==> src/rtl/serial_subtractor.sv <==
// Bit-serial subtractor: diff = a - b - bin, one bit per clock, LSB first,
// with a start/busy/done handshake around a single full-subtractor cell.
module serial_subtractor #(
    parameter int WIDTH = 4
) (
    input  logic             clk,
    input  logic             rst_n,
    input  logic             start,
    input  logic [WIDTH-1:0] a,
    input  logic [WIDTH-1:0] b,
    input  logic             bin,
    output logic             busy,
    output logic             done,
    output logic [WIDTH-1:0] diff,
    output logic             bout
);

    localparam int CW = $clog2(WIDTH) + 1;
    localparam logic [CW-1:0] LAST_BIT = CW'(WIDTH - 1);

    typedef enum logic [1:0] {
        IDLE,
        RUN,
        DONE
    } state_t;

    state_t           state_q;
    logic [WIDTH-1:0] aSh_q;
    logic [WIDTH-1:0] bSh_q;
    logic [WIDTH-1:0] res_q;
    logic [WIDTH-1:0] diff_q;
    logic [CW-1:0]    cnt_q;
    logic             borrow_q;
    logic             bout_q;
    logic             busy_q;
    logic             done_q;

    logic             diffBit;
    logic             borrow_d;
    logic [WIDTH-1:0] res_d;

    assign diffBit  = aSh_q[0] ^ bSh_q[0] ^ borrow_q;
    assign borrow_d = (~aSh_q[0] & bSh_q[0]) | (~(aSh_q[0] ^ bSh_q[0]) & borrow_q);

    // New bits enter at the MSB so after WIDTH shifts bit 0 sits at the LSB.
    generate
        if (WIDTH == 1) begin : g_res_single
            assign res_d = diffBit;
        end else begin : g_res_multi
            assign res_d = {diffBit, res_q[WIDTH-1:1]};
        end
    endgenerate

    always_ff @(posedge clk or negedge rst_n) begin
        if (!rst_n) begin
            state_q  <= IDLE;
            aSh_q    <= '0;
            bSh_q    <= '0;
            res_q    <= '0;
            diff_q   <= '0;
            cnt_q    <= '0;
            borrow_q <= 1'b0;
            bout_q   <= 1'b0;
            busy_q   <= 1'b0;
            done_q   <= 1'b0;
        end else begin
            case (state_q)
                IDLE: begin
                    done_q <= 1'b0;
                    if (start) begin
                        aSh_q    <= a;
                        bSh_q    <= b;
                        borrow_q <= bin;
                        cnt_q    <= '0;
                        busy_q   <= 1'b1;
                        state_q  <= RUN;
                    end
                end
                RUN: begin
                    aSh_q    <= aSh_q >> 1;
                    bSh_q    <= bSh_q >> 1;
                    res_q    <= res_d;
                    borrow_q <= borrow_d;
                    cnt_q    <= cnt_q + CW'(1);
                    // Final bit: publish the assembled word, including this edge's bit.
                    if (cnt_q == LAST_BIT) begin
                        diff_q  <= res_d;
                        bout_q  <= borrow_d;
                        busy_q  <= 1'b0;
                        done_q  <= 1'b1;
                        state_q <= DONE;
                    end
                end
                DONE: begin
                    done_q  <= 1'b0;
                    state_q <= IDLE;
                end
                default: begin
                    busy_q  <= 1'b0;
                    done_q  <= 1'b0;
                    state_q <= IDLE;
                end
            endcase
        end
    end

    assign busy = busy_q;
    assign done = done_q;
    assign diff = diff_q;
    assign bout = bout_q;

endmodule

==> config.mk <==
export PLATFORM = sky130hd
export DESIGN_NAME = serial_subtractor
export DESIGN_NICKNAME = d
export VERILOG_FILES = /design/src/rtl/serial_subtractor.sv
export SDC_FILE = /design/constraint.sdc
export NUM_CORES = 1
export LEC_CHECK = 0
export CAP_MARGIN = 20
export CORE_ASPECT_RATIO = 1.2
export CORE_UTILIZATION = 45
export CTS_CLUSTER_DIAMETER = 200
export DETAILED_ROUTE_END_ITERATION = 8
export DONT_BUFFER_PORTS = 1
export SLEW_MARGIN = 20
export SYNTH_ARGS = -nofsm -noshare
export SYNTH_HDL_FRONTEND = slang
export SYNTH_SLANG_ARGS = --single-unit
export TNS_END_PERCENT = 30
==> constraint.sdc <==
create_clock -name clk -period 3.8 [get_ports clk]
set_clock_uncertainty 0.05 [all_clocks]
set_input_delay 0.76 -clock clk [delete_from_list [all_inputs] [get_ports clk]]
set_output_delay 0.76 -clock clk [all_outputs]
set_load 0.01 [all_outputs]
# Word-level counts from Yosys, hierarchy flattened
# Cells that the tools add are included.
dict set report op_classes {
  add_sub_neg 1
  eq_ne 5
  n_mux 16
  n_bitwise 8
  n_reduce_logical 6
}
# op n
set ops {}
lappend ops {{$pmux 4 s2} 2}
lappend ops {{$mux 4} 2}
lappend ops {{$pmux 3 s2} 1}
lappend ops {{$reduce_and 2->1} 3}
lappend ops {{$mux 1} 5}
lappend ops {{$mux 2} 2}
lappend ops {{$ne 2x2->1 const B} 2}
lappend ops {{$pmux 2 s2} 1}
lappend ops {{$add 3x1->3 const B} 1}
lappend ops {{$eq 3x2->1 const B} 1}
lappend ops {{$mux 3} 1}
lappend ops {{$not 1->1} 3}
lappend ops {{$pmux 1 s3} 1}
lappend ops {{$reduce_and 3->1} 1}
lappend ops {{$and 1x1->1} 2}
lappend ops {{$eq 2x1->1 const B} 1}
lappend ops {{$eq 2x2->1 const B} 1}
lappend ops {{$logic_not 2->1} 1}
lappend ops {{$pmux 1 s2} 1}
lappend ops {{$reduce_bool 2->1} 1}
lappend ops {{$xor 1x1->1} 2}
lappend ops {{$or 1x1->1} 1}
dict set report word_totals {
  ff_bits 25
  input_bits 12
  out_inout_bits 7
  word_cells 46
}

# Logic depth before layout (Yosys ltp)
# Gate-level depths: netlist of the first run.
dict set report logic_depth {
  word_depth 5
  ltp_mapped 5
  depth_no_buf 5
}

# Worst setup path after synthesis of the first run
# No wires, ideal clock.
dict set report synth_timing {
  path_type {in2reg}
  from {input start}
  to {register aSh_q[0]}
  arrival_ns 1.367
  setup_slack_ns 2.260
  cell_stages 3
  path_buffers 1
  cell_sequence {buf_2 > o21ba_2 > o221a_2}
}
dict set report synth_via {
  elab_chain_cells 2
}
# item line
set synth_lines {}
lappend synth_lines {{start, declared} 8} ;# input logic start,
lappend synth_lines {{$ne 2x2->1 (no line)} --}
lappend synth_lines {{$reduce_and 2->1 (no line)} --}
lappend synth_lines {{end signal, assigned} 80} ;# aSh_q <= aSh_q >> 1;
lappend synth_lines {{end, declared} 28} ;# logic [WIDTH-1:0] aSh_q;
# Every way passes these cells.
# A chain may end at the register's enable or synchronous reset.

# Worst setup path after layout of the first run
dict set report layout_timing {
  from {register diff_q[2] (netlist: diff[2])}
  to {output diff[2]}
}
# item line
set layout_lines {}
lappend layout_lines {{start, declared} 31} ;# logic [WIDTH-1:0] diff_q;
lappend layout_lines {{start signal, assigned} 87} ;# diff_q <= res_d;
lappend layout_lines {{end, declared} 14} ;# output logic [WIDTH-1:0] diff,
# No word-level cell between the ends.

==> summary.md, run 1 <==
## Drt
* 0 — DRT antenna net count
* 5.629 — post-DR vias/cell
* 4 — detailed-router iteration count before antenna repair
* 0 — DRC violations left
* 15.48 um — final routed wire length divided by cell count
* 1796 um — overall routed net length
* 19 — Detailed Route Iter0 Violations
* 653 — via count

## Global routing
* 16.86% — overall global routing resource usage
* 25 — largest net degree at the start of global routing
* 0 — grt ovf
* 687 — via count of the first global-routing pass
* 3229 um — first-pass GRT wire length
* 0 — initial antenna violation count

## STA
* 0.4299 ns — slew of the pin with the lowest slew margin
* 41.12% — final cycle utilization of the critical path
* 1.563 ns — post-route minimum period
* 0 ns — final total negative setup slack
* no — setup repair after global routing missed its margin
* 0 — Finish-stage setup viols
* 0.6399 GHz — Max Clk Rate
* 71.28% — worst slew margin relative to its limit
* 0 — final hold vios
* 0 — number of pins exceeding their max-slew limit in the final report

## Yosys
* 55.75% — fraction of the yosys area taken by sequential cells
* 84 — instance count of the mapped netlist
* 1077 um2 — Post-Synthesis Cell Area
* 0 — YS warnings
* 29 — number of distinct library cells after synthesis
* sky130_fd_sc_hd__dfrtp_1 56%, sky130_fd_sc_hd__mux2_4 5.6%, sky130_fd_sc_hd__o221a_2 4.2% — synth top area cells
* 55.75% — top-area cell type share of the netlist area
* 0 — Post-synth EDFFs
* 99 — Syn Nets
* 12.82 um2 — mean instance size in the synthesized netlist
* sky130_fd_sc_hd__dfrtp_1 — top-count cell post-synth
* sky130_fd_sc_hd__dfrtp_1 — largest area contributor in the netlist
* 24 x sky130_fd_sc_hd__dfrtp_1, 6 x sky130_fd_sc_hd__nor2_1 — list of most frequent post-synthesis cells
* 100.0% — async set or reset register ratio after synthesis
* 24 — synthesized flop and latch total
* sky130_fd_sc_hd__dfrtp_1 — top_reg_cell synth

## Power
* 1.028 mW — post-layout total power
* 901.1 nW/um2 — power density relative to cell area
* 0.0004936 V — Worst VDD drop
* 0.5228 nW — LEAKAGE

## Worst setup path
* output pin — Setup crit end kind
* 4 — count of cells along the worst register-to-register path
* 0.75 ns — arrival time of data at the critical path endpoint
* 2.99 ns — data required time of the critical path
* 2.33 ns — reg2reg setup slack
* cnt_q[0] — Reg-to-Reg Start
* flop — CP Launch Type
* 0 — instance count on the critical path
* diff[1] — Worst R2R End
* 2 — critical path peak fanout
* reg -> out — category of the critical setup timing path

## Clock network
* 0 — post-CTS setup buffers
* 0.13 ns — clock transition at the registers of the reported paths
* 0 — number of hold-repair buffers added at the cts stage
* sky130_fd_sc_hd__clkbuf_4 — CTS Root Buffer Type
* done — CTS tree
* 1 — H-tree level count
* 2 — Clock Path Buffers
* 24 — sink count of the clock tree
* 0.31 ns — Skew-Pair Late Insertion Delay
* 0 — count of instances resized after the clock tree is built
* 3 — total clock buffers created by CTS

## Die
* 55.60 um — die outline height
* 2282 um2 — placeable core area
* 47.20% — starting utilization of the core area
* 19 — cell row count
* 19 — I/O pin count
* 2595 um2 — area of the die
* 46.67 um — die span in x

## Min path
* in -> async — type of the worst min-delay path

## Run status
* complete, no violations — run status

## Final layout
* 101 — Final #Nets
* 5.923% — area growth from synthesis to final layout
* 0 — diodes inserted
* 22.35% — share of layout cells above drive strength 1
* 227 — fillers

## Place
* 0.6745 — final estimated routing congestion in global placement
* 0 — number of port buffers
* 1302 um — post-detailed-placement half-perimeter wirelength

## Flow run
* 0 — number of violations of the max-capacitance limit

==> routing by layer <==
layer	wire length (um)	track usage [%]	vias to the layer above
met4	15	4.898	0
met2	883	24.80	14
li1	-	-	304
met5	0	0	-
met1	823	24.84	333
met3	73	3.571	2
==> area by class of cell <==
type / instances / area [um2] / share of cell area (%)
clock buffer: 3 / 22.52 / 1.974
clock inverter: 1 / 30.03 / 2.632
tap: 31 / 38.79 / 3.399
sequential: 24 / 600.6 / 52.63
inverter: 6 / 22.52 / 1.974
multi-input combinational: 51 / 426.7 / 37.39
==> cell usage in the layout, fill, tap and decap left out, types with 3 or more instances in the layout <==
cell type,instances
sky130_fd_sc_hd__dfrtp_1,24
sky130_fd_sc_hd__nor2_1,6
sky130_fd_sc_hd__inv_1,4
sky130_fd_sc_hd__o21ai_0,4
sky130_fd_sc_hd__nand3b_1,4
sky130_fd_sc_hd__o221a_2,4
sky130_fd_sc_hd__mux2_4,4
sky130_fd_sc_hd__nand2_1,3
sky130_fd_sc_hd__nand2b_1,3
sky130_fd_sc_hd__o22ai_1,3
sky130_fd_sc_hd__a21oi_1,3
sky130_fd_sc_hd__mux2_2,3
sky130_fd_sc_hd__clkbuf_4,3
==> how the worst max path moves through the flow <==
stage,startpoint,end
3_5_place_dp,cnt_q[0],diff[2]
3_3_place_gp,start,bSh_q[0]
5_1_grt,diff[0],diff[0]
6_report,diff[2],diff[2]
4_1_cts,diff[0],diff[0]
2_1_floorplan,start,aSh_q[0]
==> state kept, by name (all words and copies together) (netlist names) <==
| name | cells |
|---|---|
| aSh_q | 4 |
| bSh_q | 4 |
| diff | 4 |
| cnt_q | 3 |
| res_q | 3 |
| state_q | 2 |
| borrow_q | 1 |
| bout | 1 |
| busy | 1 |
| done | 1 |
==> report_power, final <==
part           switching [mW]  internal, mW
clock network          0.0741         0.107
registers               0.110         0.376
logic                   0.161         0.201
==> stage by stage <==
| stage | instances | setup WS [ns] | cell area (um2) | hold slack (ns) | util, % |
|---|---|---|---|---|---|
| floorplan | 84 | 2.260 | 1077 | 0.4144 | - |
| global placement | 112 | 2.354 | 1089 | 0.4150 | 47.70 |
| detailed placement | 112 | 2.333 | 1089 | 0.4150 | 47.70 |
| CTS | 116 | 2.219 | 1141 | 0.05960 | 50.00 |
| global route | 116 | 2.175 | 1141 | 0.02522 | 50.00 |
| finish | 116 | 2.237 | 1141 | 0.07189 | 50.00 |
==> logic make-up after synthesis <==
kind of cell / after synthesis / synth area share (%)
AOI/OAI and AO/OA: 21 / 14.87
adders and majority gates: 3 / 4.181
buffers and inverters: 9 / 4.644
DFF: 24 / 55.75
muxes: 7 / 8.711
and+or+nand+nor: 20 / 11.85
No activity file was read; power rests on OpenSTA's default activity.
==> run 2, diff against run 1 <==
==> constraint.sdc (replaced) <==
create_clock -name clk -period 1.5 [get_ports clk]
set_clock_uncertainty 0.05 [all_clocks]
set_input_delay 0.3 -clock clk [delete_from_list [all_inputs] [get_ports clk]]
set_output_delay 0.3 -clock clk [all_outputs]
set_load 0.01 [all_outputs]
==> run 2 against run 1 <==
- sequential power rose to 2.5 times the previous value
- via count up 1.2%
- core utilization rose by 0.11 points
- global-route usage shrank 0.29 points
- clock-buffer cell count grew 1
- critical path type is now reg -> reg
- largest power group unchanged
- highest routed layer unchanged
==> summary.md, run 2 (synthesis results as in run 1) <==
## Run status
* complete, no violations — run status, unchanged

## Worst setup path
* 4 — count of cells along the worst register-to-register path, unchanged
* cnt_q[0] — CP Launch Point, was diff[2]
* flop — CP Launch Type, unchanged
* 0.09 ns — reg2reg setup slack, was 2.33 ns
* 1.57 ns — arrival time of data at the critical path endpoint, was 0.75 ns
* reg -> reg — category of the critical setup timing path, was reg -> out
* 7 — critical path peak fanout, was 2
* diff[0] — Worst R2R End, was diff[1]
* cnt_q[0] — Reg-to-Reg Start, unchanged
* flop — Setup crit end kind, was output pin
* 1.66 ns — data required time of the critical path, was 2.99 ns

## Die
* 47.20% — starting utilization of the core area, unchanged
* 46.67 um — die span in x, unchanged
* 19 — cell row count, unchanged
* 55.60 um — die outline height, unchanged
* 19 — I/O pin count, unchanged
* 2595 um2 — area of the die, unchanged
* 2282 um2 — placeable core area, unchanged

## STA
* 1.415 ns — post-route minimum period
* 65.60% — worst slew margin relative to its limit, was 71.28%
* 0.5160 ns — slew of the pin with the lowest slew margin, was 0.4299 ns
* 0 — Finish-stage setup viols, unchanged
* 0 — number of pins exceeding their max-slew limit in the final report, unchanged
* 0 ns — final total negative setup slack, unchanged
* 0 — final hold vios, unchanged
* 0.7067 GHz — Max Clk Rate
* no — setup repair after global routing missed its margin, unchanged
* 94.33% — final cycle utilization of the critical path

## Drt
* 0 — DRC violations left, unchanged
* 14.92 um — final routed wire length divided by cell count, was 15.48 um
* 14 — Detailed Route Iter0 Violations, was 19
* 4 — detailed-router iteration count before antenna repair, unchanged
* 661 — via count, was 653
* 5.602 — post-DR vias/cell, was 5.629
* 0 — DRT antenna net count, unchanged
* 1761 um — overall routed net length, was 1796 um

## Place
* 0 — number of port buffers, unchanged
* 0.6738 — final estimated routing congestion in global placement, was 0.6745
* 1254 um — post-detailed-placement half-perimeter wirelength, was 1302 um

## Power
* 0.0009753 V — Worst VDD drop, was 0.0004936 V
* 2.501 mW — post-layout total power, was 1.028 mW
* 0.5216 nW — LEAKAGE, was 0.5228 nW
* 2187 nW/um2 — power density relative to cell area, was 901.1 nW/um2

## Min path
* b[3] — startpoint of the most critical hold path
* 2 — worst hold path cell count
* bSh_q[3] — sink of the worst hold path
* in -> reg — type of the worst min-delay path, was in -> async

## Clock network
* 0.32 ns — Skew-Pair Late Insertion Delay, was 0.31 ns
* 24 — sink count of the clock tree, unchanged
* done — CTS tree, unchanged
* 0.13 ns — clock transition at the registers of the reported paths, about the same
* 2 — Clock Path Buffers, unchanged
* 1 — H-tree level count, unchanged
* 0 — post-CTS setup buffers, unchanged
* 3 — total clock buffers created by CTS, unchanged
* sky130_fd_sc_hd__clkbuf_4 — CTS Root Buffer Type, unchanged

## Final layout
* sky130_fd_sc_hd__dfrtp_1 — commonest non-fill, non-tap cell in the layout, unchanged
* 0 — diodes inserted, unchanged
* 103 — Final #Nets, was 101
* 25.29% — share of layout cells above drive strength 1, was 22.35%
* 23 x sky130_fd_sc_hd__dfrtp_1, 6 x sky130_fd_sc_hd__nor2_1 — most used cells in the layout excluding fill and tap cells, was 24 x sky130_fd_sc_hd__dfrtp_1, 6 x sky130_fd_sc_hd__nor2_1
* 601.8 um2 — sequential standard cell area, was 600.6 um2
* 50.11% — final core utilization, was 50.00%
* 6.156% — area growth from synthesis to final layout, was 5.923%
* 429.2 um2 — area taken by multi-input logic gates, was 426.7 um2
* 224 — fillers, was 227

## Global routing
* 3056 um — first-pass GRT wire length, was 3229 um
* 0 — initial antenna violation count, unchanged
* 637 — via count of the first global-routing pass, was 687
* 25 — largest net degree at the start of global routing, unchanged
* 16.57% — overall global routing resource usage, was 16.86%
* 0 — grt ovf, unchanged

## Flow run
* 0 — number of violations of the max-capacitance limit, unchanged

-- run 2: cell types whose count changed in the layout (fill, tap and decap cells not counted), sizes merged --
cell         change
buf              +1
bufinv           -1
clkbuf           +1
dlygate4sd3      +1
-- run 2: worst max-delay path, stage by stage, from the launching register on --
cell                       delay, ns
sky130_fd_sc_hd__dfrtp_1        0.41
sky130_fd_sc_hd__ha_1           0.20
sky130_fd_sc_hd__ha_2           0.20
sky130_fd_sc_hd__nand3b_4       0.14
sky130_fd_sc_hd__mux2_4         0.31
-- run 2: metrics by stage --
step                      instances  setup WS (ns)  area (um2)  hold slack (ns)
after floorplan                  84         0.1095        1077         -0.04559
after global placement          112        0.07067        1089         -0.04499
after detailed placement        112        0.04087        1089         -0.04487
after CTS                       117        0.01179        1135          0.04685
after global routing            118       0.007215        1144          0.05005
final                           118        0.08504        1144          0.05580
-- run 2: worst max-delay path by stage --
stage	end	slack, ns	depth (start not counted)
after floorplan	diff[0]	0.11	4
after global placement	diff[3]	0.07	4
after detailed placement	diff[2]	0.04	4
after CTS	diff[0]	0.01	4
after global routing	diff[0]	0.007	4
final	diff[0]	0.09	4
-- run 2: final cells by class --
| cell class | count | area share, % |
|---|---|---|
| clock buffer | 4 | 3.173 |
| inverter | 6 | 1.969 |
| multi-input combinational | 51 | 37.53 |
| sequential | 24 | 52.63 |
| tap | 31 | 3.392 |
| timing repair buffer | 2 | 1.313 |
-- run 2: power by group --
group | internal (mW) | leakage, nW | switching, mW
registers | 0.954 | 0.285 | 0.277
logic | 0.516 | 0.216 | 0.416
clock network | 0.148 | 0.0210 | 0.190
total | 1.62 | 0.522 | 0.882
-- run 2: per-layer routing --
metal | vias up | global-route usage [%] | wire length [um]
met5 | - | 0 | 0
met2 | 17 | 22.02 | 801
met1 | 329 | 24.78 | 835
li1 | 310 | - | -
met3 | 5 | 3.896 | 82
met4 | 0 | 8.571 | 42
-- run 2: repair_timing --
item                                    4_1_cts  5_1_grt
endpoints found under the setup margin        0        5
hold endpoints to repair                     24       24
hold buffers                                  1        1
gates resized for setup                       0        2
==> run 3, diff against run 2 <==
--- a/config.mk
+++ b/config.mk
@@ -7,7 +7,7 @@
 export LEC_CHECK = 0
 export CAP_MARGIN = 20
 export CORE_ASPECT_RATIO = 1.2
-export CORE_UTILIZATION = 45
+export CORE_UTILIZATION = 50
 export CTS_CLUSTER_DIAMETER = 200
 export DETAILED_ROUTE_END_ITERATION = 8
 export DONT_BUFFER_PORTS = 1
==> run 3 against run 2 <==
- core utilization is 5.0 points higher
- cell area down 1.3%
- global-route usage grew 1.8 points
- final cell count shrank 1.7%
- clock-buffer cell count decreased by 1
- critical path type unchanged
- critical endpoint unchanged
==> summary.md, run 3 (synthesis results as in run 1) <==
## Place
* 1087 um2 — placed cell areas, was 1089 um2
* 0 — number of port buffers, unchanged
* 0.7827 — final estimated routing congestion in global placement, was 0.6738
* 1322 um — post-detailed-placement half-perimeter wirelength, was 1254 um
* 0.03520 ns — pre-CTS setup slack, was 0.04087 ns

## STA
* 1.424 ns — post-route minimum period, was 1.415 ns
* 0 — final hold vios, unchanged
* 65.42% — worst slew margin relative to its limit, was 65.60%
* 0 — Finish-stage setup viols, unchanged
* 0.5187 ns — slew of the pin with the lowest slew margin, was 0.5160 ns
* no — setup repair after global routing missed its margin, unchanged
* 0.7022 GHz — Max Clk Rate, was 0.7067 GHz
* 0 — number of pins exceeding their max-slew limit in the final report, unchanged
* 94.95% — final cycle utilization of the critical path, was 94.33%
* 0 ns — final total negative setup slack, unchanged
* 0.07581 ns — post-layout worst setup margin, was 0.08504 ns

## Worst setup path
* ha_1, ha_2, nand3b_4, mux2_4 — worst-path cell chain, unchanged
* 4 — count of cells along the worst register-to-register path, unchanged
* 1.57 ns — arrival time of data at the critical path endpoint, about the same
* flop — Setup crit end kind, unchanged
* 1.65 ns — data required time of the critical path, was 1.66 ns
* 7 — critical path peak fanout, unchanged
* 0 — Buf+Inv Stages, Crit Path, unchanged
* flip-flops — CP top delay family, unchanged
* diff[0] — Worst R2R End, unchanged
* reg -> reg — category of the critical setup timing path, unchanged
* cnt_q[0] — Reg-to-Reg Start, unchanged
* sky130_fd_sc_hd__dfrtp_1 — slowest cell on the critical path, unchanged
* 0.42 ns — crit-path max cell delay, was 0.41 ns
* flop — CP Launch Type, unchanged
* 0.08 ns — reg2reg setup slack, was 0.09 ns

## Final layout
* 55.07% — final core utilization, was 50.11%
* sky130_fd_sc_hd__dfrtp_1 — commonest non-fill, non-tap cell in the layout, unchanged
* 23 x sky130_fd_sc_hd__dfrtp_1, 6 x sky130_fd_sc_hd__nor2_1 — most used cells in the layout excluding fill and tap cells, unchanged
* 103 — Final #Nets, unchanged
* 1129 um2 — final design instance area without fill, was 1144 um2
* 4.762% — area growth from synthesis to final layout, was 6.156%
* 24.42% — share of layout cells above drive strength 1, was 25.29%
* 0 — diodes inserted, unchanged

## Clock network
* 2 — Clock Path Buffers, unchanged
* 0 — post-CTS setup buffers, unchanged
* 0.12 ns — clock transition at the registers of the reported paths, was 0.13 ns
* sky130_fd_sc_hd__clkbuf_4 — CTS Root Buffer Type, unchanged
* done — CTS tree, unchanged
* 24 — sink count of the clock tree, unchanged
* 1 — H-tree level count, unchanged
* 0.30 ns — Skew-Pair Late Insertion Delay, was 0.32 ns
* 3 — total clock buffers created by CTS, unchanged

## Drt
* 4 — detailed-router iteration count before antenna repair, unchanged
* 0 — DRC violations left, unchanged
* 0 — DRT antenna net count, unchanged
* 1838 um — overall routed net length, was 1761 um
* 11 — Detailed Route Iter0 Violations, was 14
* 15.84 um — final routed wire length divided by cell count, was 14.92 um
* 655 — via count, was 661
* 5.647 — post-DR vias/cell, was 5.602

## Global routing
* 0 — initial antenna violation count, unchanged
* 18.35% — overall global routing resource usage, was 16.57%
* 3070 um — first-pass GRT wire length, was 3056 um
* 651 — via count of the first global-routing pass, was 637
* 0 — grt ovf, unchanged
* 25 — largest net degree at the start of global routing, unchanged

## Power
* 0.0009614 V — Worst VDD drop, was 0.0009753 V
* 0.5144 nW — LEAKAGE, was 0.5216 nW
* 2173 nW/um2 — power density relative to cell area, was 2187 nW/um2

## Die
* 19 — I/O pin count, unchanged
* 44.38 um — die span in x, was 46.67 um
* 2345 um2 — area of the die, was 2595 um2
* 52.85 um — die outline height, was 55.60 um
* 2049 um2 — placeable core area, was 2282 um2
* 18 — cell row count, was 19
* 52.56% — starting utilization of the core area, was 47.20%

## Min path
* in -> reg — type of the worst min-delay path, unchanged
* bSh_q[3] — sink of the worst hold path, unchanged
* b[3] — startpoint of the most critical hold path, unchanged
* 2 — worst hold path cell count, unchanged

## Flow run
* 0 — number of violations of the max-capacitance limit, unchanged

## Run status
* complete, no violations — run status, unchanged

[run 3: how the worst max path moves through the flow]
stage	start	endpoint	slack (ns)	cells past startpoint
2_1_floorplan	cnt_q[0]	diff[0]	0.11	4
3_3_place_gp	cnt_q[0]	diff[3]	0.07	4
3_5_place_dp	cnt_q[0]	diff[2]	0.04	4
4_1_cts	cnt_q[0]	diff[0]	0.01	4
5_1_grt	cnt_q[0]	diff[3]	0.02	4
6_report	cnt_q[0]	diff[0]	0.08	4
[run 3: power by group]
group	internal, mW	leakage, nW	switching (mW)
clock network	0.0935	0.0138	0.178
registers	0.954	0.285	0.274
logic	0.516	0.216	0.438
total	1.56	0.514	0.889
[run 3: stage by stage]
stage	power, mW	hold slack (ns)	std cells
2_1_floorplan	2.005	-0.04559	84
3_3_place_gp	2.140	-0.04504	111
3_5_place_dp	2.192	-0.04497	111
4_1_cts	2.477	0.06831	115
5_1_grt	2.658	0.07681	116
6_report	2.453	0.06746	116
[run 3: layout make-up]
cell class              instances  area [um2]
multi-input cells              51       429.2
repair buffers                  2       15.01
fillers                       184       920.9
flip-flops and latches         24       601.8
clock buffers                   3       22.52
inverters                       6       22.52
well taps                      30       37.54
[run 3: what timing repair did]
action                     4_1_cts  5_1_grt
hold buffers                     1        1
setup endpoints to repair        0        6
resized for setup                0        2
hold endpoints to repair        24       24
[run 3: metal layers]
| layer | global-route usage [%] | wire length, um |
|---|---|---|
| met2 | 28.68 | 896 |
| met5 | 0 | 0 |
| met3 | 4.096 | 67 |
| met1 | 25.17 | 863 |
| met4 | 6.061 | 10 |
